$ cat src/rtl/pfu_pkg.sv
// Shared types and default widths for the program fetch unit.
package pfu_pkg;

    localparam int PFU_DATA_W = 16;
    localparam int PFU_ADDR_W = 5;

    typedef enum logic [1:0] {
        S_IDLE    = 2'd0,
        S_FETCH   = 2'd1,
        S_PRESENT = 2'd2,
        S_HALT    = 2'd3
    } pfu_state_e;

endpackage

$ cat src/rtl/prog_fetch_unit_if.sv
// Load/stream bus between the data-entry path, the fetch unit and the processor.
interface prog_fetch_unit_if #(
    parameter int DATA_W = pfu_pkg::PFU_DATA_W,
    parameter int ADDR_W = pfu_pkg::PFU_ADDR_W
);
    logic              Wr;
    logic [DATA_W-1:0] WrData;
    logic              Clear;
    logic              Run;
    logic              Ready;
    logic              Done;
    logic [DATA_W-1:0] DataOut;
    logic              Valid;
    logic [ADDR_W-1:0] Addr;
    logic [ADDR_W:0]   Count;
    logic              Full;
    logic              Busy;
    logic              Halted;

    modport master (
        output Wr, WrData, Clear, Run, Ready, Done,
        input  DataOut, Valid, Addr, Count, Full, Busy, Halted
    );

    modport slave (
        input  Wr, WrData, Clear, Run, Ready, Done,
        output DataOut, Valid, Addr, Count, Full, Busy, Halted
    );
endinterface

$ cat src/rtl/prog_ram.sv
// Single-port synchronous program RAM with registered read data.
module prog_ram #(
    parameter int DATA_W = pfu_pkg::PFU_DATA_W,
    parameter int ADDR_W = pfu_pkg::PFU_ADDR_W
) (
    input  logic              clk,
    input  logic              rst,
    input  logic              we,
    input  logic              re,
    input  logic [ADDR_W-1:0] addr,
    input  logic [DATA_W-1:0] wdata,
    output logic [DATA_W-1:0] rdata
);
    logic [DATA_W-1:0] mem [2**ADDR_W];
    logic [DATA_W-1:0] rdata_q;
    logic [DATA_W-1:0] rdata_d;

    always_comb begin
        rdata_d = rdata_q;
        if (re) begin
            rdata_d = mem[addr];
        end
    end

    // Contents are never reset; only the read register is, so DataOut starts at 0.
    always_ff @(posedge clk) begin
        if (we) begin
            mem[addr] <= wdata;
        end
    end

    always_ff @(posedge clk) begin
        if (rst) begin
            rdata_q <= '0;
        end else begin
            rdata_q <= rdata_d;
        end
    end

    assign rdata = rdata_q;
endmodule

$ cat src/rtl/prog_fetch_unit.sv
// Program store and fetch sequencer: sequential load into RAM, then stream to the processor.
import pfu_pkg::*;

module prog_fetch_unit #(
    parameter int DATA_W  = PFU_DATA_W,
    parameter int ADDR_W  = PFU_ADDR_W,
    parameter int WRAP_EN = 0
) (
    input  logic               Clock,
    input  logic               Reset,
    prog_fetch_unit_if.slave   bus
);
    localparam int              DEPTH   = 2**ADDR_W;
    localparam logic [ADDR_W:0] DEPTH_C = (ADDR_W+1)'(DEPTH);

    pfu_state_e        state_q, state_d;
    logic [ADDR_W:0]   count_q, count_d;
    logic [ADDR_W-1:0] rptr_q, rptr_d;
    logic [ADDR_W-1:0] addr_q, addr_d;
    logic              valid_q, valid_d;
    logic              full_q, full_d;
    logic              busy_q, busy_d;
    logic              halted_q, halted_d;

    logic              ram_we;
    logic              ram_re;
    logic [ADDR_W-1:0] ram_addr;
    logic [DATA_W-1:0] ram_rdata;
    logic              last_word;

    // Wrap is modulo the loaded count, not the RAM depth.
    assign last_word = ({1'b0, rptr_q} == (count_q - 1'b1));

    always_comb begin
        state_d  = state_q;
        count_d  = count_q;
        rptr_d   = rptr_q;
        addr_d   = addr_q;
        ram_we   = 1'b0;
        ram_re   = 1'b0;
        ram_addr = rptr_q;

        case (state_q)
            S_IDLE: begin
                ram_addr = count_q[ADDR_W-1:0];
                if (bus.Run && (count_q != '0)) begin
                    rptr_d  = '0;
                    state_d = S_FETCH;
                end else if (bus.Clear) begin
                    count_d = '0;
                end else if (bus.Wr && !full_q) begin
                    ram_we  = 1'b1;
                    count_d = count_q + 1'b1;
                end
            end
            S_FETCH: begin
                if (bus.Done) begin
                    state_d = S_IDLE;
                end else begin
                    ram_re  = 1'b1;
                    addr_d  = rptr_q;
                    state_d = S_PRESENT;
                end
            end
            S_PRESENT: begin
                if (bus.Done) begin
                    state_d = S_IDLE;
                end else if (bus.Ready) begin
                    if (last_word) begin
                        if (WRAP_EN != 0) begin
                            rptr_d  = '0;
                            state_d = S_FETCH;
                        end else begin
                            state_d = S_HALT;
                        end
                    end else begin
                        rptr_d  = rptr_q + 1'b1;
                        state_d = S_FETCH;
                    end
                end
            end
            S_HALT: begin
                if (bus.Clear) begin
                    count_d = '0;
                    state_d = S_IDLE;
                end else if (bus.Run) begin
                    rptr_d  = '0;
                    state_d = S_FETCH;
                end
            end
            default: begin
                state_d = S_IDLE;
            end
        endcase

        // Status outputs are registered from the next state so they line up with it.
        valid_d  = (state_d == S_PRESENT);
        busy_d   = (state_d == S_FETCH) || (state_d == S_PRESENT);
        halted_d = (state_d == S_HALT);
        full_d   = (count_d == DEPTH_C);
    end

    always_ff @(posedge Clock) begin
        if (Reset) begin
            state_q  <= S_IDLE;
            count_q  <= '0;
            rptr_q   <= '0;
            addr_q   <= '0;
            valid_q  <= 1'b0;
            full_q   <= 1'b0;
            busy_q   <= 1'b0;
            halted_q <= 1'b0;
        end else begin
            state_q  <= state_d;
            count_q  <= count_d;
            rptr_q   <= rptr_d;
            addr_q   <= addr_d;
            valid_q  <= valid_d;
            full_q   <= full_d;
            busy_q   <= busy_d;
            halted_q <= halted_d;
        end
    end

    prog_ram #(
        .DATA_W (DATA_W),
        .ADDR_W (ADDR_W)
    ) u_ram (
        .clk   (Clock),
        .rst   (Reset),
        .we    (ram_we),
        .re    (ram_re),
        .addr  (ram_addr),
        .wdata (bus.WrData),
        .rdata (ram_rdata)
    );

    assign bus.DataOut = ram_rdata;
    assign bus.Valid   = valid_q;
    assign bus.Addr    = addr_q;
    assign bus.Count   = count_q;
    assign bus.Full    = full_q;
    assign bus.Busy    = busy_q;
    assign bus.Halted  = halted_q;
endmodule

$ cat src/flat_wrapper.sv
// flat-port wrapper written by rule: the top's interface ports become plain ports
module prog_fetch_unit_flat 
#(
    parameter int DATA_W  = PFU_DATA_W,
    parameter int ADDR_W  = PFU_ADDR_W,
    parameter int WRAP_EN = 0
)
  (Clock, Reset, bus_Wr, bus_WrData, bus_Clear, bus_Run, bus_Ready, bus_Done, bus_DataOut, bus_Valid, bus_Addr, bus_Count, bus_Full, bus_Busy, bus_Halted);
  prog_fetch_unit_if #(.DATA_W(DATA_W), .ADDR_W(ADDR_W)) bus_i ();
  input  logic Clock;
  input  logic Reset;
  input wire logic [$bits(bus_i.Wr)-1:0] bus_Wr;
  input wire logic [$bits(bus_i.WrData)-1:0] bus_WrData;
  input wire logic [$bits(bus_i.Clear)-1:0] bus_Clear;
  input wire logic [$bits(bus_i.Run)-1:0] bus_Run;
  input wire logic [$bits(bus_i.Ready)-1:0] bus_Ready;
  input wire logic [$bits(bus_i.Done)-1:0] bus_Done;
  output wire logic [$bits(bus_i.DataOut)-1:0] bus_DataOut;
  output wire logic [$bits(bus_i.Valid)-1:0] bus_Valid;
  output wire logic [$bits(bus_i.Addr)-1:0] bus_Addr;
  output wire logic [$bits(bus_i.Count)-1:0] bus_Count;
  output wire logic [$bits(bus_i.Full)-1:0] bus_Full;
  output wire logic [$bits(bus_i.Busy)-1:0] bus_Busy;
  output wire logic [$bits(bus_i.Halted)-1:0] bus_Halted;
  assign bus_i.Wr = bus_Wr;
  assign bus_i.WrData = bus_WrData;
  assign bus_i.Clear = bus_Clear;
  assign bus_i.Run = bus_Run;
  assign bus_i.Ready = bus_Ready;
  assign bus_i.Done = bus_Done;
  assign bus_DataOut = bus_i.DataOut;
  assign bus_Valid = bus_i.Valid;
  assign bus_Addr = bus_i.Addr;
  assign bus_Count = bus_i.Count;
  assign bus_Full = bus_i.Full;
  assign bus_Busy = bus_i.Busy;
  assign bus_Halted = bus_i.Halted;
  prog_fetch_unit #(.DATA_W(DATA_W), .ADDR_W(ADDR_W), .WRAP_EN(WRAP_EN)) u_core (.Clock(Clock), .Reset(Reset), .bus(bus_i));
endmodule
$ cat config.mk
export PLATFORM = sky130hd
export DESIGN_NAME = prog_fetch_unit_flat
export DESIGN_NICKNAME = d
export VERILOG_FILES = /design/src/rtl/pfu_pkg.sv /design/src/rtl/prog_fetch_unit_if.sv /design/src/rtl/prog_ram.sv /design/src/rtl/prog_fetch_unit.sv /design/src/flat_wrapper.sv
export SDC_FILE = /design/constraint.sdc
export NUM_CORES = 1
export LEC_CHECK = 0
export ABC_CLOCK_PERIOD_IN_PS = 3800
export CAP_MARGIN = 20
export CORE_ASPECT_RATIO = 0.75
export CORE_UTILIZATION = 50
export CTS_CLUSTER_DIAMETER = 60
export CTS_CLUSTER_SIZE = 12
export DETAILED_ROUTE_END_ITERATION = 10
export GPL_ROUTABILITY_DRIVEN = 0
export PLACE_DENSITY = 0.75
export SYNTH_ARGS = -nofsm -noshare
export SYNTH_HDL_FRONTEND = slang
export SYNTH_SLANG_ARGS = --single-unit
$ cat constraint.sdc
create_clock -name Clock -period 3.8 [get_ports Clock]
set_clock_uncertainty 0.05 [all_clocks]
set_input_delay 0.76 -clock Clock [delete_from_list [all_inputs] [get_ports Clock]]
set_output_delay 0.76 -clock Clock [all_outputs]
set_load 0.05 [all_outputs]
Word level (Yosys, flattened, before mapping). Memory sizes are Yosys's and may differ from the RTL's. A register that Yosys moved wholly into a read port is not among the register bits. Cells that the tools add are included.

Reductions and logical operators: 9. Add/subtract/negate cells: 3. Multiply operators: 0. Equal/unequal tests: 14. Divide/modulo/power cells: 0. Bitwise operators: 1. Order comparisons: 0. Shift-type cells: 0. Mux-type cells: 29.

Operators with widths (number): 5-bit 2-to-1 mux (7); 6-bit 2-to-1 mux (4); 5-bit case mux with 3 select lines (1); 2-bit 2-to-1 mux (7); 6-bit case mux with 2 select lines (1); 2-bit != test (second input constant) (5); 2-bit == test (second input constant) (4); 1-bit 2-to-1 mux (8); 2-bit case mux with 4 select lines (1); 7-bit AND reduction (1); 6-bit by 1-bit adder with 6-bit output (second input constant) (1); 5-bit by 6-bit == test with 1-bit output (1); 6-bit == test (second input constant) (1); 6-bit nonzero test (1); 6-bit by 1-bit subtractor with 6-bit output (second input constant) (1); 5-bit by 1-bit adder with 5-bit output (second input constant) (1); 2-bit by 1-bit == test with 1-bit output (second input constant) (2); 3-bit nonzero test (1); 1-bit logical AND (2); 2-bit logical NOT (1); 2-bit by 1-bit != test with 1-bit output (second input constant) (1); 2-bit AND reduction (1); 1-bit logical NOT (1); 1-bit logical OR (1); 1-bit inverter (1).

Bits in writable memories: 512. Output and inout port bits: 31. Latch bits: 0. Logic and storage cells: 65. Register bits: 22. Input port bits: 23. Memories kept: 1. Bits in read-only memories: 0.

Memory list: u_core.u_ram.mem (words 32, width 16, rd ports 1, clocked after memory_dff 1, write ports 1, RTL line prog_ram.sv:14) `logic [DATA_W-1:0] mem [2**ADDR_W];`.

Depth between registers and ports, before layout.
Depth after elaboration: 8. Gate-level depth with buffers: 11. Mapped depth without buffers: 10.

Modules after synthesis. Synthesis repeated with hierarchy kept, for this count alone.

Cells, all modules: 1136. Area, all modules: 21628.2 um^2.

By module, submodules not included: prog_ram (area an instance 20190.6 um^2, times used 1, cells an instance 957, seq. area each 15695.1 um^2); prog_fetch_unit (area an instance 1437.6 um^2, times used 1, cells an instance 179, seq. area each 440.4 um^2).

Least setup slack after synthesis. OpenSTA, ideal clock, no wires.

Path type: register to register. Start point: register u_core.count_q[0] (netlist: u_core.bus.Count[0]). End point: memory u_core.u_ram.mem[3][0] (netlist name) (enable). Stages on the path, launching flop included: 10. Path buffers: 1. Setup slack: 0.481 ns. Period minus slack after synthesis: 3.319 ns. Setup time: 0.388 ns. Required time: 3.362 ns. Arrival time: 2.880 ns. Cell sequence: dfxtp_1 buf_2 inv_1 ha_1 nand2b_1 o31ai_2 nand2_1 nor3_2 nand3_2 nor2_1.

Word-level cells in the longest chain between the ends: 6. Elaborated cells on any way between the ends: 7. Those cells by class: mux: 5; reduce/logical: 2.

Ends and longest elaborated chain: from (decl) (RTL line prog_fetch_unit.sv:17) `logic [ADDR_W:0] count_q, count_d;`; from (signal assigned) (RTL line prog_fetch_unit.sv:115) `count_q <= count_d;`; 6-bit nonzero test (RTL line prog_fetch_unit.sv:46) `if (bus.Run && (count_q != '0)) begin`; 1-bit logical AND (RTL line prog_fetch_unit.sv:46); 1-bit 2-to-1 mux (RTL line prog_fetch_unit.sv:46); 1-bit 2-to-1 mux (RTL line prog_fetch_unit.sv:43) `case (state_q)`; 1-bit 2-to-1 mux (RTL line prog_ram.sv:27) `if (we) begin`; 1-bit 2-to-1 mux (implied by the code) (RTL line prog_ram.sv:28) `mem[addr] <= wdata;`; to (decl) (RTL line prog_ram.sv:14).

Several ways; a longest one is shown, not always the timed one.

Worst setup path in the final report.
Start point: register u_core.state_q[1]. End point: register u_core.u_ram.rdata_q[6] (netlist: u_core.u_ram.rdata[6]), read port of u_core.u_ram.mem.

Word-level cells in the longest chain between the ends: 2. Elaborated cells on any way between the ends: 4. Those cells by class: eq/ne: 1; mux: 2; reduce/logical: 1.

Ends and longest elaborated chain: from (decl) (RTL line prog_fetch_unit.sv:16) `pfu_state_e state_q, state_d;`; from (signal assigned) (RTL line prog_fetch_unit.sv:114) `state_q <= state_d;`; 2-bit by 1-bit == test with 1-bit output or 2-bit logical NOT (tied branches) (RTL line prog_fetch_unit.sv:43); 1-bit 2-to-1 mux or 5-bit 2-to-1 mux (tied branches) (RTL line prog_fetch_unit.sv:43); to (decl) (RTL line prog_ram.sv:15) `logic [DATA_W-1:0] rdata_q;`.

Several ways; a longest one is shown, not always the timed one. A chain may end at the register's enable or synchronous reset.

==> flow_summary.ini <==
[final_layout]
layout-drive-gt1-share_pct = 23.6
synthToLayoutAreaGrowth_pct = 16.5
seq_area_sq_um = 16100
multi_input_area_sq_um = 5370
nets = 1403
stdcell_count = 1983
layout_commonest_cell = edfxtp_1
final_area_sq_um = 25400
layout_common_cells = 512 x edfxtp_1, 122 x buf_4, 86 x mux4_2, 65 x mux2i_1, 64 x nand2_1
fillers = 3056
post-route-util_pct = 59.8

[floorplan]
io_pins = 54
fp.dieArea_sq_um = 44500
die_h_microns = 183
initial_core_util_pct = 51.4
die_x_microns = 243
core_area_sq_um = 42500
core.rowCount = 65

[sta]
tns_ns = 0
period_minus_slack_ns = 3.46
final_max_slew_viol_count = 0
clock.fmax_ghz = 0.289
relSlewSlack_pct = 38.5
fin_crit_sh_pct = 91.0
setup_viol_count_final = 0
rsz0062_at_grt = no
tightest_slew_ns = 0.919
hold_viol = 0

[logic_synthesis]
synth_warnings = 0
synth-main-ff-cell = edfxtp_1
synth_cell_types = 72
async_flop_share_pct = 0
syn_inst = 1196
synth_seq_cells = 550
synth_nets = 1229
avgSynthCellArea_sq_um = 18.3
seq_area_frac_synth_pct = 73.9
syn-cell-area_sq_um = 21800
synth_edf_count = 512

[placed_design]
placed_area_sq_um = 23900
dp_cells = 1885
hpwl_microns = 40500
io_buffers = 53

[clock_network]
cts_hold_buf = 0
cts_sinks = 550
numCtsBuffers = 52
ctsLongestPathBuffers = 3
h-tree-depth = 2
cts_tree = yes
clk_pin_slew_ns = 0.06
clk_root_buffer_cell = clkbuf_16
cts_resized = 0
clk_latency_ns = 0.59
cts_setup_buffers = 0

[setup_path]
crit_path_max_fanout = 25
critPathRequiredTime_ns = 4.20
arrival_ns = 3.86
cp-start-kind = flop
critPathKind = reg -> reg
endpoint_kind = flop

[grt]
grt_usage_pct = 28.1
grt_pass1_vias = 12354
antenna_found_initial = 1
overflow = 0
grt_max_degree = 39
grt_pass1_wl_microns = 88300

[power]
power_uw = 12800
ir_worst_vdd_uv = 406
p_leak_uw = 0.00821
power.density_nw_per_um2 = 505

[min_path]
hold_class = reg -> reg

[job]
cap_violations = 0

[drt]
drcViolationCount = 0
first_iter_violations = 2399
first_pass_iters = 6
ant_nets = 0
drt-total-wl_microns = 61700
vias = 13016
wl_per_cell_microns = 31.1
via_per_inst = 6.56

[outcome]
status = finished, final reports clean
==> where the power goes <==
group	internal [uW]	switching (uW)
combinational	509	781
sequential	6660	42.1
clock	2670	2180
total	9840	3000
==> sequential cells by signal, summed over array words and instances (netlist names) <==
signal,flops
u_core.bus.Valid,1
u_core.bus.Full,1
u_core.u_ram.rdata,16
u_core.bus.Addr,5
u_core.bus.Busy,1
u_core.rptr_q,5
u_core.u_ram.mem,512
u_core.bus.Halted,1
u_core.bus.Count,6
u_core.state_q,2
==> path summary, 6_finish.rpt <==
| kind | start | end | slack (ns) | cells past startpoint |
|---|---|---|---|---|
| max | u_core.state_q[1] | u_core.u_ram.rdata[6] | 0.34 | 11 |
| min | u_core.bus.Addr[3] | u_core.bus.Addr[3] | 0.41 | 2 |
| max reg2reg | u_core.state_q[1] | u_core.u_ram.rdata[6] | 0.34 | 11 |
| min reg2reg | u_core.bus.Addr[3] | u_core.bus.Addr[3] | 0.41 | 2 |
==> critical path: stages, from the launching register on <==
cell and delay (ns):
dfxtp_1 0.35, inv_1 0.12, ha_1 0.26, mux2i_4 0.34
buf_12 0.27, buf_4 0.22, mux2i_1 0.44, o31ai_1 0.25
buf_4 0.20, nor4_1 0.50, buf_4 0.23, a211oi_1 0.07
==> per-layer routing <==
layer | wire length (microns) | global-route usage [%]
met5 | 0 | 0
met4 | 2100 | 8.83
met3 | 9230 | 9.58
met2 | 26200 | 39.3
met1 | 24100 | 41.3
==> kinds of logic after synthesis <==
logic type | Yosys count | synth area share (%)
compound gates | 201 | 6.77
buf+inv | 79 | 2.12
mux | 155 | 12.1
simple gates | 191 | 4.23
xor+xnor | 10 | 0.401
flops | 550 | 73.9
fa+ha+maj | 10 | 0.573
==> layout make-up <==
type	instances	area share, %
clock inverter	4	0.138
multi-input combinational	567	21.1
tap	569	2.80
inverter	14	0.206
antenna	1	0.00983
timing repair buffer	185	6.43
clock buffer	93	5.92
sequential	550	63.4
==> through the flow <==
| stage | setup WS, ns | hold WS, ns |
|---|---|---|
| 3_3_place_gp | 0.530 | 0.405 |
| 4_1_cts | 0.372 | 0.416 |
| 2_1_floorplan | 0.481 | 0.536 |
| 6_report | 0.341 | 0.414 |
| 3_5_place_dp | 0.415 | 0.407 |
| 5_1_grt | 0.205 | 0.436 |
==> synth_stat cells, drive strengths merged, types with 14 or more instances <==
| cell type | number | share of area [%] |
|---|---|---|
| nand2 | 64 | 1.1 |
| o22ai | 23 | 0.72 |
| nor2 | 57 | 0.98 |
| o21ai | 15 | 0.34 |
| mux4 | 86 | 8.9 |
| inv | 14 | 0.24 |
| a22oi | 28 | 0.96 |
| edfxtp | 512 | 70 |
| mux2i | 67 | 3.1 |
| dfxtp | 38 | 3.5 |
| a21oi | 34 | 0.78 |
| buf | 53 | 1.7 |
No activity file was read; power rests on OpenSTA's default activity.
